## config.mk

```make
export PLATFORM = sky130hd
export DESIGN_NAME = mem_port_arbiter_flat
export DESIGN_NICKNAME = d
export VERILOG_FILES = /design/src/rtl/mem_port_arbiter_pkg.sv /design/src/rtl/mem_port_arbiter_if.sv /design/src/rtl/mem_port_arbiter_rr_arb2.sv /design/src/rtl/mem_port_arbiter.sv /design/src/flat_wrapper.sv
export SDC_FILE = /design/constraint.sdc
export NUM_CORES = 1
export LEC_CHECK = 0
export ABC_CLOCK_PERIOD_IN_PS = 6900
export CORE_AREA = 2 2 245 247
export CTS_CLUSTER_DIAMETER = 200
export CTS_CLUSTER_SIZE = 12
export DETAILED_ROUTE_END_ITERATION = 7
export DIE_AREA = 0 0 247 249
export GPL_TIMING_DRIVEN = 1
export PLACE_DENSITY = 0.39
export SLEW_MARGIN = 30
export SYNTH_ARGS = -nofsm -noshare
export SYNTH_HDL_FRONTEND = slang
export SYNTH_SLANG_ARGS = --single-unit
```

## constraint.sdc

```tcl
create_clock -name clock -period 6.9 [get_ports clock]
set_input_delay 2.07 -clock clock [delete_from_list [all_inputs] [get_ports clock]]
set_output_delay 2.07 -clock clock [all_outputs]
set_load 0.05 [all_outputs]
```

## src/rtl/mem_port_arbiter_pkg.sv

```systemverilog
`default_nettype none
// ============================================================================
// Module      : dand_mem_pkg
// Description : Shared types, address defaults and strobe expansion for the
//               icache/dcache memory port arbiter.
// Revision    : 1.0 - initial release
// ============================================================================
package dand_mem_pkg;

    typedef enum logic {
        OWN_I = 1'b0,
        OWN_D = 1'b1
    } owner_e;

    localparam logic [63:0] C_BASE_ADDR = 64'h8000_0000;
    localparam logic [63:0] C_MEM_BYTES = 64'h8000_0000;

    function automatic logic [63:0] strb_to_mask(input logic [7:0] strb);
        logic [63:0] mask;
        for (int i = 0; i < 8; i++) begin
            mask[i*8 +: 8] = {8{strb[i]}};
        end
        return mask;
    endfunction

endpackage
`default_nettype wire

```

## src/rtl/mem_port_arbiter_if.sv

```systemverilog
`default_nettype none
// ============================================================================
// Module      : mem_port_arbiter_if
// Description : Cache command/response, memory and perf-counter bundle.
// Revision    : 1.0 - initial release
// ============================================================================
interface mem_port_arbiter_if #(
    parameter int IDX_W = 28,
    parameter int CNT_W = 32
);
    logic             icache_cmd_valid;
    logic             icache_cmd_ready;
    logic [63:0]      icache_cmd_payload_addr;
    logic             icache_rsp_valid;
    logic [31:0]      icache_rsp_payload_data;
    logic             icache_rsp_payload_error;

    logic             dcache_cmd_valid;
    logic             dcache_cmd_ready;
    logic [63:0]      dcache_cmd_payload_addr;
    logic             dcache_cmd_payload_wen;
    logic [63:0]      dcache_cmd_payload_wdata;
    logic [7:0]       dcache_cmd_payload_wstrb;
    logic [2:0]       dcache_cmd_payload_size;
    logic             dcache_rsp_valid;
    logic [63:0]      dcache_rsp_payload_data;
    logic             dcache_rsp_payload_error;

    logic             mem_en;
    logic [IDX_W-1:0] mem_idx;
    logic             mem_wen;
    logic [63:0]      mem_wdata;
    logic [63:0]      mem_wmask;
    logic [63:0]      mem_rdata;

    logic [CNT_W-1:0] perf_igrant_cnt;
    logic [CNT_W-1:0] perf_dgrant_cnt;
    logic [CNT_W-1:0] perf_conflict_cnt;

    // Arbiter side
    modport slave (
        input  icache_cmd_valid, icache_cmd_payload_addr,
        output icache_cmd_ready, icache_rsp_valid, icache_rsp_payload_data,
               icache_rsp_payload_error,
        input  dcache_cmd_valid, dcache_cmd_payload_addr, dcache_cmd_payload_wen,
               dcache_cmd_payload_wdata, dcache_cmd_payload_wstrb,
               dcache_cmd_payload_size,
        output dcache_cmd_ready, dcache_rsp_valid, dcache_rsp_payload_data,
               dcache_rsp_payload_error,
        output mem_en, mem_idx, mem_wen, mem_wdata, mem_wmask,
        input  mem_rdata,
        output perf_igrant_cnt, perf_dgrant_cnt, perf_conflict_cnt
    );

    // Core / memory side
    modport master (
        output icache_cmd_valid, icache_cmd_payload_addr,
        input  icache_cmd_ready, icache_rsp_valid, icache_rsp_payload_data,
               icache_rsp_payload_error,
        output dcache_cmd_valid, dcache_cmd_payload_addr, dcache_cmd_payload_wen,
               dcache_cmd_payload_wdata, dcache_cmd_payload_wstrb,
               dcache_cmd_payload_size,
        input  dcache_cmd_ready, dcache_rsp_valid, dcache_rsp_payload_data,
               dcache_rsp_payload_error,
        input  mem_en, mem_idx, mem_wen, mem_wdata, mem_wmask,
        output mem_rdata,
        input  perf_igrant_cnt, perf_dgrant_cnt, perf_conflict_cnt
    );
endinterface
`default_nettype wire

```

## src/rtl/mem_port_arbiter_rr_arb2.sv

```systemverilog
`default_nettype none
// ============================================================================
// Module      : rr_arb2
// Description : Two-input round-robin arbiter; on conflict the requester not
//               granted last wins.
// Revision    : 1.0 - initial release
// ============================================================================
module rr_arb2
    import dand_mem_pkg::*;
(
    input  wire  clock,
    input  wire  reset_n,
    input  logic req_i,
    input  logic req_d,
    output logic gnt_i,
    output logic gnt_d
);

    owner_e r_last_grant;

    always_comb begin
        gnt_d = req_d && (!req_i || (r_last_grant == OWN_I));
        gnt_i = req_i && !gnt_d;
    end

    always_ff @(posedge clock or negedge reset_n) begin
        if (!reset_n) begin
            r_last_grant <= OWN_I;
        end else if (gnt_d) begin
            r_last_grant <= OWN_D;
        end else if (gnt_i) begin
            r_last_grant <= OWN_I;
        end
    end

endmodule
`default_nettype wire

```

## src/rtl/mem_port_arbiter.sv

```systemverilog
`default_nettype none
// ============================================================================
// Module      : mem_port_arbiter
// Description : Shares one single-port doubleword memory between icache and
//               dcache with round-robin grant and 1-cycle responses.
// Revision    : 1.0 - initial release
// ============================================================================
module mem_port_arbiter
    import dand_mem_pkg::*;
#(
    parameter logic [63:0] BASE_ADDR = C_BASE_ADDR,
    parameter logic [63:0] MEM_BYTES = C_MEM_BYTES,
    parameter int          IDX_W     = 28,
    parameter int          CNT_W     = 32
) (
    input  wire                clock,
    input  wire                reset_n,
    mem_port_arbiter_if.slave  bus
);

    logic        w_gnt_i;
    logic        w_gnt_d;
    logic [63:0] w_i_off;
    logic [63:0] w_d_off;
    logic        w_i_ok;
    logic        w_d_ok;
    logic        w_d_align;
    logic [63:0] w_off;

    owner_e      r_owner;
    logic        r_pend;
    logic        r_err;
    logic        r_hi;

    logic [CNT_W-1:0] r_igrant_cnt;
    logic [CNT_W-1:0] r_dgrant_cnt;
    logic [CNT_W-1:0] r_conflict_cnt;

    // Requests are masked while reset is held so nothing reaches the memory.
    rr_arb2 u_arb (
        .clock   (clock),
        .reset_n (reset_n),
        .req_i   (reset_n && bus.icache_cmd_valid),
        .req_d   (reset_n && bus.dcache_cmd_valid),
        .gnt_i   (w_gnt_i),
        .gnt_d   (w_gnt_d)
    );

    assign bus.icache_cmd_ready = w_gnt_i;
    assign bus.dcache_cmd_ready = w_gnt_d;

    // Addresses below base wrap to huge offsets and fail the range test.
    assign w_i_off = bus.icache_cmd_payload_addr - BASE_ADDR;
    assign w_d_off = bus.dcache_cmd_payload_addr - BASE_ADDR;

    always_comb begin
        w_d_align = 1'b0;
        case (bus.dcache_cmd_payload_size)
            3'd0:    w_d_align = 1'b1;
            3'd1:    w_d_align = (bus.dcache_cmd_payload_addr[0]   == 1'b0);
            3'd2:    w_d_align = (bus.dcache_cmd_payload_addr[1:0] == 2'b00);
            3'd3:    w_d_align = (bus.dcache_cmd_payload_addr[2:0] == 3'b000);
            default: w_d_align = 1'b0;
        endcase
    end

    assign w_i_ok = (w_i_off < MEM_BYTES) && (bus.icache_cmd_payload_addr[1:0] == 2'b00);
    assign w_d_ok = (w_d_off < MEM_BYTES) && w_d_align;

    always_comb begin
        w_off         = '0;
        bus.mem_en    = 1'b0;
        bus.mem_wen   = 1'b0;
        bus.mem_wdata = '0;
        bus.mem_wmask = '0;
        if (w_gnt_i) begin
            w_off      = w_i_off;
            bus.mem_en = w_i_ok;
        end else if (w_gnt_d) begin
            w_off      = w_d_off;
            bus.mem_en = w_d_ok;
            if (w_d_ok) begin
                bus.mem_wen   = bus.dcache_cmd_payload_wen;
                bus.mem_wdata = bus.dcache_cmd_payload_wdata;
                bus.mem_wmask = strb_to_mask(bus.dcache_cmd_payload_wstrb);
            end
        end
    end

    assign bus.mem_idx = w_off[IDX_W+2:3];

    logic w_unused_off;
    assign w_unused_off = ^{w_off[63:IDX_W+3], w_off[2:0]};

    always_ff @(posedge clock or negedge reset_n) begin
        if (!reset_n) begin
            r_pend  <= 1'b0;
            r_owner <= OWN_I;
            r_err   <= 1'b0;
            r_hi    <= 1'b0;
        end else begin
            // Clean stores complete silently; faulting stores still report.
            r_pend  <= w_gnt_i || (w_gnt_d && (!bus.dcache_cmd_payload_wen || !w_d_ok));
            r_owner <= w_gnt_d ? OWN_D : OWN_I;
            r_err   <= w_gnt_d ? !w_d_ok : !w_i_ok;
            r_hi    <= w_gnt_d ? bus.dcache_cmd_payload_addr[2] : bus.icache_cmd_payload_addr[2];
        end
    end

    always_comb begin
        bus.icache_rsp_valid         = r_pend && (r_owner == OWN_I);
        bus.icache_rsp_payload_error = bus.icache_rsp_valid && r_err;
        bus.icache_rsp_payload_data  = '0;
        if (bus.icache_rsp_valid && !r_err) begin
            bus.icache_rsp_payload_data = r_hi ? bus.mem_rdata[63:32] : bus.mem_rdata[31:0];
        end
        bus.dcache_rsp_valid         = r_pend && (r_owner == OWN_D);
        bus.dcache_rsp_payload_error = bus.dcache_rsp_valid && r_err;
        bus.dcache_rsp_payload_data  = (bus.dcache_rsp_valid && !r_err) ? bus.mem_rdata : '0;
    end

    always_ff @(posedge clock or negedge reset_n) begin
        if (!reset_n) begin
            r_igrant_cnt   <= '0;
            r_dgrant_cnt   <= '0;
            r_conflict_cnt <= '0;
        end else begin
            if (w_gnt_i && (r_igrant_cnt != '1)) begin
                r_igrant_cnt <= r_igrant_cnt + CNT_W'(1);
            end
            if (w_gnt_d && (r_dgrant_cnt != '1)) begin
                r_dgrant_cnt <= r_dgrant_cnt + CNT_W'(1);
            end
            if (bus.icache_cmd_valid && bus.dcache_cmd_valid && (r_conflict_cnt != '1)) begin
                r_conflict_cnt <= r_conflict_cnt + CNT_W'(1);
            end
        end
    end

    assign bus.perf_igrant_cnt   = r_igrant_cnt;
    assign bus.perf_dgrant_cnt   = r_dgrant_cnt;
    assign bus.perf_conflict_cnt = r_conflict_cnt;

endmodule
`default_nettype wire

```

## src/flat_wrapper.sv

```systemverilog
// flat-port wrapper written by rule: the top's interface ports become plain ports
module mem_port_arbiter_flat import dand_mem_pkg::*;
#(
    parameter logic [63:0] BASE_ADDR = C_BASE_ADDR,
    parameter logic [63:0] MEM_BYTES = C_MEM_BYTES,
    parameter int          IDX_W     = 28,
    parameter int          CNT_W     = 32
)
  (clock, reset_n, bus_icache_cmd_valid, bus_icache_cmd_payload_addr, bus_icache_cmd_ready, bus_icache_rsp_valid, bus_icache_rsp_payload_data, bus_icache_rsp_payload_error, bus_dcache_cmd_valid, bus_dcache_cmd_payload_addr, bus_dcache_cmd_payload_wen, bus_dcache_cmd_payload_wdata, bus_dcache_cmd_payload_wstrb, bus_dcache_cmd_payload_size, bus_dcache_cmd_ready, bus_dcache_rsp_valid, bus_dcache_rsp_payload_data, bus_dcache_rsp_payload_error, bus_mem_en, bus_mem_idx, bus_mem_wen, bus_mem_wdata, bus_mem_wmask, bus_mem_rdata, bus_perf_igrant_cnt, bus_perf_dgrant_cnt, bus_perf_conflict_cnt);
  mem_port_arbiter_if #(.IDX_W(IDX_W), .CNT_W(CNT_W)) bus_i ();
  input  wire clock;
  input  wire reset_n;
  input wire logic [$bits(bus_i.icache_cmd_valid)-1:0] bus_icache_cmd_valid;
  input wire logic [$bits(bus_i.icache_cmd_payload_addr)-1:0] bus_icache_cmd_payload_addr;
  output wire logic [$bits(bus_i.icache_cmd_ready)-1:0] bus_icache_cmd_ready;
  output wire logic [$bits(bus_i.icache_rsp_valid)-1:0] bus_icache_rsp_valid;
  output wire logic [$bits(bus_i.icache_rsp_payload_data)-1:0] bus_icache_rsp_payload_data;
  output wire logic [$bits(bus_i.icache_rsp_payload_error)-1:0] bus_icache_rsp_payload_error;
  input wire logic [$bits(bus_i.dcache_cmd_valid)-1:0] bus_dcache_cmd_valid;
  input wire logic [$bits(bus_i.dcache_cmd_payload_addr)-1:0] bus_dcache_cmd_payload_addr;
  input wire logic [$bits(bus_i.dcache_cmd_payload_wen)-1:0] bus_dcache_cmd_payload_wen;
  input wire logic [$bits(bus_i.dcache_cmd_payload_wdata)-1:0] bus_dcache_cmd_payload_wdata;
  input wire logic [$bits(bus_i.dcache_cmd_payload_wstrb)-1:0] bus_dcache_cmd_payload_wstrb;
  input wire logic [$bits(bus_i.dcache_cmd_payload_size)-1:0] bus_dcache_cmd_payload_size;
  output wire logic [$bits(bus_i.dcache_cmd_ready)-1:0] bus_dcache_cmd_ready;
  output wire logic [$bits(bus_i.dcache_rsp_valid)-1:0] bus_dcache_rsp_valid;
  output wire logic [$bits(bus_i.dcache_rsp_payload_data)-1:0] bus_dcache_rsp_payload_data;
  output wire logic [$bits(bus_i.dcache_rsp_payload_error)-1:0] bus_dcache_rsp_payload_error;
  output wire logic [$bits(bus_i.mem_en)-1:0] bus_mem_en;
  output wire logic [$bits(bus_i.mem_idx)-1:0] bus_mem_idx;
  output wire logic [$bits(bus_i.mem_wen)-1:0] bus_mem_wen;
  output wire logic [$bits(bus_i.mem_wdata)-1:0] bus_mem_wdata;
  output wire logic [$bits(bus_i.mem_wmask)-1:0] bus_mem_wmask;
  input wire logic [$bits(bus_i.mem_rdata)-1:0] bus_mem_rdata;
  output wire logic [$bits(bus_i.perf_igrant_cnt)-1:0] bus_perf_igrant_cnt;
  output wire logic [$bits(bus_i.perf_dgrant_cnt)-1:0] bus_perf_dgrant_cnt;
  output wire logic [$bits(bus_i.perf_conflict_cnt)-1:0] bus_perf_conflict_cnt;
  assign bus_i.icache_cmd_valid = bus_icache_cmd_valid;
  assign bus_i.icache_cmd_payload_addr = bus_icache_cmd_payload_addr;
  assign bus_icache_cmd_ready = bus_i.icache_cmd_ready;
  assign bus_icache_rsp_valid = bus_i.icache_rsp_valid;
  assign bus_icache_rsp_payload_data = bus_i.icache_rsp_payload_data;
  assign bus_icache_rsp_payload_error = bus_i.icache_rsp_payload_error;
  assign bus_i.dcache_cmd_valid = bus_dcache_cmd_valid;
  assign bus_i.dcache_cmd_payload_addr = bus_dcache_cmd_payload_addr;
  assign bus_i.dcache_cmd_payload_wen = bus_dcache_cmd_payload_wen;
  assign bus_i.dcache_cmd_payload_wdata = bus_dcache_cmd_payload_wdata;
  assign bus_i.dcache_cmd_payload_wstrb = bus_dcache_cmd_payload_wstrb;
  assign bus_i.dcache_cmd_payload_size = bus_dcache_cmd_payload_size;
  assign bus_dcache_cmd_ready = bus_i.dcache_cmd_ready;
  assign bus_dcache_rsp_valid = bus_i.dcache_rsp_valid;
  assign bus_dcache_rsp_payload_data = bus_i.dcache_rsp_payload_data;
  assign bus_dcache_rsp_payload_error = bus_i.dcache_rsp_payload_error;
  assign bus_mem_en = bus_i.mem_en;
  assign bus_mem_idx = bus_i.mem_idx;
  assign bus_mem_wen = bus_i.mem_wen;
  assign bus_mem_wdata = bus_i.mem_wdata;
  assign bus_mem_wmask = bus_i.mem_wmask;
  assign bus_i.mem_rdata = bus_mem_rdata;
  assign bus_perf_igrant_cnt = bus_i.perf_igrant_cnt;
  assign bus_perf_dgrant_cnt = bus_i.perf_dgrant_cnt;
  assign bus_perf_conflict_cnt = bus_i.perf_conflict_cnt;
  mem_port_arbiter #(.BASE_ADDR(BASE_ADDR), .MEM_BYTES(MEM_BYTES), .IDX_W(IDX_W), .CNT_W(CNT_W)) u_core (.clock(clock), .reset_n(reset_n), .bus(bus_i));
endmodule
```

==> impl_metrics.toml <==
[status]
outcome = "complete, no violations"

[yosys]
synth-edff-count = 0
synth-compound-area-share = 0.0821
synthMuxAreaShare = 0.0502
ys_seq_area_frac = 0.328
synthFlopType = "dfrtp_1"
syn_nets = 1156
netlist_area_um2 = 7700
ys_seq_elements = 101
syn_avg_cell_area_um2 = 8.76
synth_fa_ha_area_frac = 0.00813
synthCells = 879
yosys_warnings = 0
synth-simple-area-share = 0.332
synth_cell_types = 55
synth_xor_area_frac = 0.109
synth_top_family_by_area = "simple AND/OR/NAND/NOR gates"
async_flop_share = 1.00

[setup_path]
setup.worst_path.end_class = "output pin"
startpoint_type = "input pin"
critPathKind = "in -> out"
ff2ff_setup_slack_ns = 4.18
arrival_ns = 4.78
cp.required_ns = 4.83
path_max_fanout = 3

[sta]
fin_crit_ns = 6.85
slew_violations = 0
clock_skew_ns = 0.00619
final.setup.worst_slack_ns = 0.0548
setup-tns-final_ns = 0
hold_viol = 0
slew_headroom = 0.405
finalCritPeriodShare = 0.992
fmax_mhz = 146
worst_slew_pin_slew_ns = 0.890
setup_viol = 0

[finish]
fin_area_um2 = 17400
layout.nets = 1804
layout_common_cells = "clkdlybuf4s50_1 (429), buf_12 (149), buf_4 (108)"
post-route-util = 0.297
synthToLayoutAreaGrowth_pct = 126
final_common_cell = "clkdlybuf4s50_1"
drive_above_1_share = 0.245

[floorplanning]
die_area_um2 = 61500
core_um2 = 58700
io_pins = 628
initial_core_util = 0.131
die_w_um = 247
die_y_um = 249
row_count = 89

[worst_hold_path]
hp-class = "reg -> reg"

[pwr]
p_comb_frac = 0.375
clockPowerShare = 0.262
switchingPower_uw = 730
pwr-share-seq = 0.362
cellPowerDensity_nw_per_um2 = 114
internal_power_mw = 1.26
switching_share = 0.367
irDropWorstVdd_v = 0.000153
p_leak_nw = 7.10

[drt]
wl_mm = 46.5
ant_nets = 0
dr.pass1.iters = 4
drc_errors = 0
via_per_inst = 3.95
drt_iter0_markers = 327
wl_per_cell_um = 20.2
num_vias = 9111

[clock_tree]
cts_hold_buffers = 0
clockBufferDepth = 2
clock-sinks = 101
path_clk_slew_ns = 0.07
root_buffer = "clkbuf_16"
cts_tree = "built"
htreeDepth = 3
cts_buffers = 9
clkLatencyLatePin_ns = 0.35

[place]
io_buffer_count = 627
gp_congestion = 0.878
placedInstanceArea_um2 = 16500
dp_slack_ns = -0.587
dp_hpwl_mm = 39.9

[grt]
grt_pass1_vias = 9280
grt_util_all_layers = 0.144
grt_max_degree = 104
grt_pass1_wl_mm = 65.0
overflow = 0
antenna_found_initial = 10

[job]
maxCapViolCount = 0
-- layout make-up --
class,instances,area [um2]
antenna,5,12.5
clock buffer,10,239
clock inverter,3,47.5
fill,6088,41300
inverter,22,85.1
multi-input combinational,663,4950
sequential,101,2530
tap,773,967
timing repair buffer,730,8580
-- cells by family (layout without fill, tap and decap cells) --
kind of cell,after synthesis,in the layout
fa+ha+maj,5,5
other cells,0,5
flops,101,101
compound gates,77,77
simple gates,447,447
mux,38,38
buf+inv,115,765
xor+xnor,96,96
-- final timing paths --
kind | startpoint | cells after the start | endpoint
max | bus_icache_cmd_payload_addr[49] | 9 | bus_mem_en
min | u_core.bus.perf_dgrant_cnt[19] | 1 | u_core.bus.perf_dgrant_cnt[19]
max reg2reg | u_core.bus.perf_dgrant_cnt[3] | 7 | u_core.bus.perf_dgrant_cnt[25]
min reg2reg | u_core.bus.perf_dgrant_cnt[19] | 1 | u_core.bus.perf_dgrant_cnt[19]
max in group asynchronous | reset_n | 2 | u_core.r_hi
min in group asynchronous | reset_n | 2 | u_core.bus.perf_igrant_cnt[1]
-- state kept, by name (all words and copies together) (netlist names) --
signal and count:
u_core.r_pend 1, u_core.u_arb.r_last_grant 1, u_core.r_err 1, u_core.bus.perf_igrant_cnt 32, u_core.r_hi 1, u_core.bus.perf_conflict_cnt 32
u_core.bus.perf_dgrant_cnt 32, u_core.r_owner 1
-- Yosys cell counts, types with 6 or more instances --
master    number  share of area
nor4_1        15          0.012
or3_1          7         0.0057
mux2i_1       33          0.043
and2_1        77          0.063
o21ai_0        9         0.0059
nor2_1        65          0.032
nand3_1       41          0.027
a22o_1        28          0.032
inv_1         22          0.011
nor2b_1        6         0.0049
nand2_1       50          0.024
buf_6          6         0.0088
nand4_1       34          0.028
buf_4         57          0.056
xor2_1        32          0.036
and4_1        11          0.013
nor3_1        25          0.016
and3_1        82          0.067
clkbuf_1      30          0.015
dfrtp_1      101           0.33
xnor2_1       64          0.073
or4_1          7         0.0068
-- power by group through the flow --
stage	registers [mW]	clock network [mW]	logic [mW]
after floorplan	0.864	0	0.198
after global placement	0.734	0	0.743
after detailed placement	0.733	0	0.746
after CTS	0.723	0.548	0.753
after global routing	0.732	0.572	0.788
final	0.721	0.522	0.748
-- routing by layer --
layer  vias to the layer above  wire [um]  GRT usage
li1                       4374          -          -
met1                      4340      18000      0.163
met5                         -         57          0
met4                        10        522     0.0208
met2                       353      24500      0.270
met3                        34       3440     0.0384
-- what timing repair did --
| item | CTS | global route |
|---|---|---|
| endpoints found under the setup margin | 130 | 125 |
| hold endpoints to repair | 0 | 0 |
| pin swaps | 24 | 20 |
| resized for setup | 97 | 44 |
| gates cloned | 3 | 1 |
| setup buffers | 10 | 6 |
-- stage by stage --
stage          hold slack (ns)  instances  power (mW)
3_3_place_gp             0.480       2270        1.48
2_1_floorplan            0.518        879        1.06
6_report                 0.495       2307        1.99
4_1_cts                  0.500       2296        2.02
3_5_place_dp             0.481       2271        1.48
5_1_grt                  0.523       2303        2.09
-- critical path, cell delays in order --
cell,delay (ns)
clkdlybuf4s50_1,0.47
or4_1,0.57
or4_1,0.49
nor4_1,0.32
xnor2_1,0.24
nor4_4,0.06
a22oi_2,0.28
nor2_2,0.09
buf_12,0.18
Note: power is estimated with default switching activity, not from simulation.
==> RTL change: new RTL, same settings <==
`IDX_W` is set to 28 in 3 places; all go to 56.
--- a/src/rtl/mem_port_arbiter_if.sv
+++ b/src/rtl/mem_port_arbiter_if.sv
@@ -6,5 +6,5 @@
 // ============================================================================
 interface mem_port_arbiter_if #(
-    parameter int IDX_W = 28,
+    parameter int IDX_W = 56,
     parameter int CNT_W = 32
 );
--- a/src/rtl/mem_port_arbiter.sv
+++ b/src/rtl/mem_port_arbiter.sv
@@ -11,5 +11,5 @@
     parameter logic [63:0] BASE_ADDR = C_BASE_ADDR,
     parameter logic [63:0] MEM_BYTES = C_MEM_BYTES,
-    parameter int          IDX_W     = 28,
+    parameter int          IDX_W     = 56,
     parameter int          CNT_W     = 32
 ) (
--- a/src/flat_wrapper.sv
+++ b/src/flat_wrapper.sv
@@ -4,5 +4,5 @@
     parameter logic [63:0] BASE_ADDR = C_BASE_ADDR,
     parameter logic [63:0] MEM_BYTES = C_MEM_BYTES,
-    parameter int          IDX_W     = 28,
+    parameter int          IDX_W     = 56,
     parameter int          CNT_W     = 32
 )
Interface: changed (resized bus_mem_idx); port bits go from 628 to 656. The function was not compared with the original's and may differ.
==> RTL change against the original RTL <==
Critical path depth up 3; register-to-register slack worse by 140 ps; area after synthesis increased by 14%; routed wire length increased by 44%; power is 12% higher; sequential cell count stayed put; sequential share of layout area shrank 1.6 points; final area rose by 12%; setup slack improved by 12 ps; highest routed layer unchanged.
==> RTL change: results (changes against the original RTL) <==
routing usage on met1=0.232 (+0.0697); hold_sp=u_core.bus.perf_dgrant_cnt[4]$_DFFE_PN0P_; Max Fanout on Critical Path=5 (+2); Final Critical Period=6830 ps (-11.6 ps); mux cell area share after synthesis=0.0404 (-0.00988); Min Hold Slack=493 ps (-1.32 ps); WL met1=25.4 mm (+41%); Synth Area in Compound Gates=0.0580 (-0.0241); vias in the first global route=11700 (+26%); HPWL Detailed=56.6 mm (+42%); Mapped Nets=1381 (+19%); dpl cells=2558 (+13%); r2r endpoint=u_core.bus.perf_igrant_cnt[19]$_DFFE_PN0P_; grt met2 use=0.368 (+0.0976); status=completed; top cells by count, synth=149 x and2_1, 130 x nand2_1, 101 x dfrtp_1, 89 x nor2_1, 87 x xnor2_1; drt first pass iters=5 (+1); Post-layout nets=2100 (+16%); Post-Synth XOR/XNOR Area=0.141 (+0.0315); DR WL/cell=25.7 um (+27%); Seq/Total Area, Yosys=0.288 (-0.0404); Leakage Power=0.00805 uW (+13%); worst setup path startpoint=bus_dcache_cmd_payload_addr[31]; Area after DPL=0.0184 mm^2 (+12%); Register-to-Register Path Depth=9 (+2); flop-to-flop setup slack=4040 ps (-140 ps)
-- RTL change: layout make-up --
type	count	area, um^2	share of cell area
Multi-Input combinational cell	870	5970	0.305
Tap cell	773	967	0.0495
Sequential cell	101	2530	0.129
Clock buffer	10	229	0.0117
Antenna cell	5	12.5	0.000640
Clock inverter	6	63.8	0.00326
Timing Repair Buffer	819	9690	0.496
Inverter	22	82.6	0.00422
-- RTL change: worst reg2reg max path, stage by stage (launching register included) --
cell     delay, ps
dfrtp_1        390
nand2_1        100
nand3_4        100
buf_6          540
nand2_1        120
buf_4          270
nor3_1         590
nand2_1        280
nor3_1         240
xor2_1         160
-- RTL change: logic make-up after synthesis --
family / after synthesis
AND/OR/NAND/NOR: 610
AO/OA/AOI/OAI: 79
flip-flops: 101
multiplexers: 35
XOR/XNOR: 141
adder cells (fa/ha/maj): 5
buffers and inverters: 133
-- RTL change: what timing repair did --
item,CTS,global route
pin swaps,32,29
cloned,4,3
resized for setup,148,61
setup endpoints to repair,130,126
endpoints found under the hold margin,0,0
setup buffers,16,5
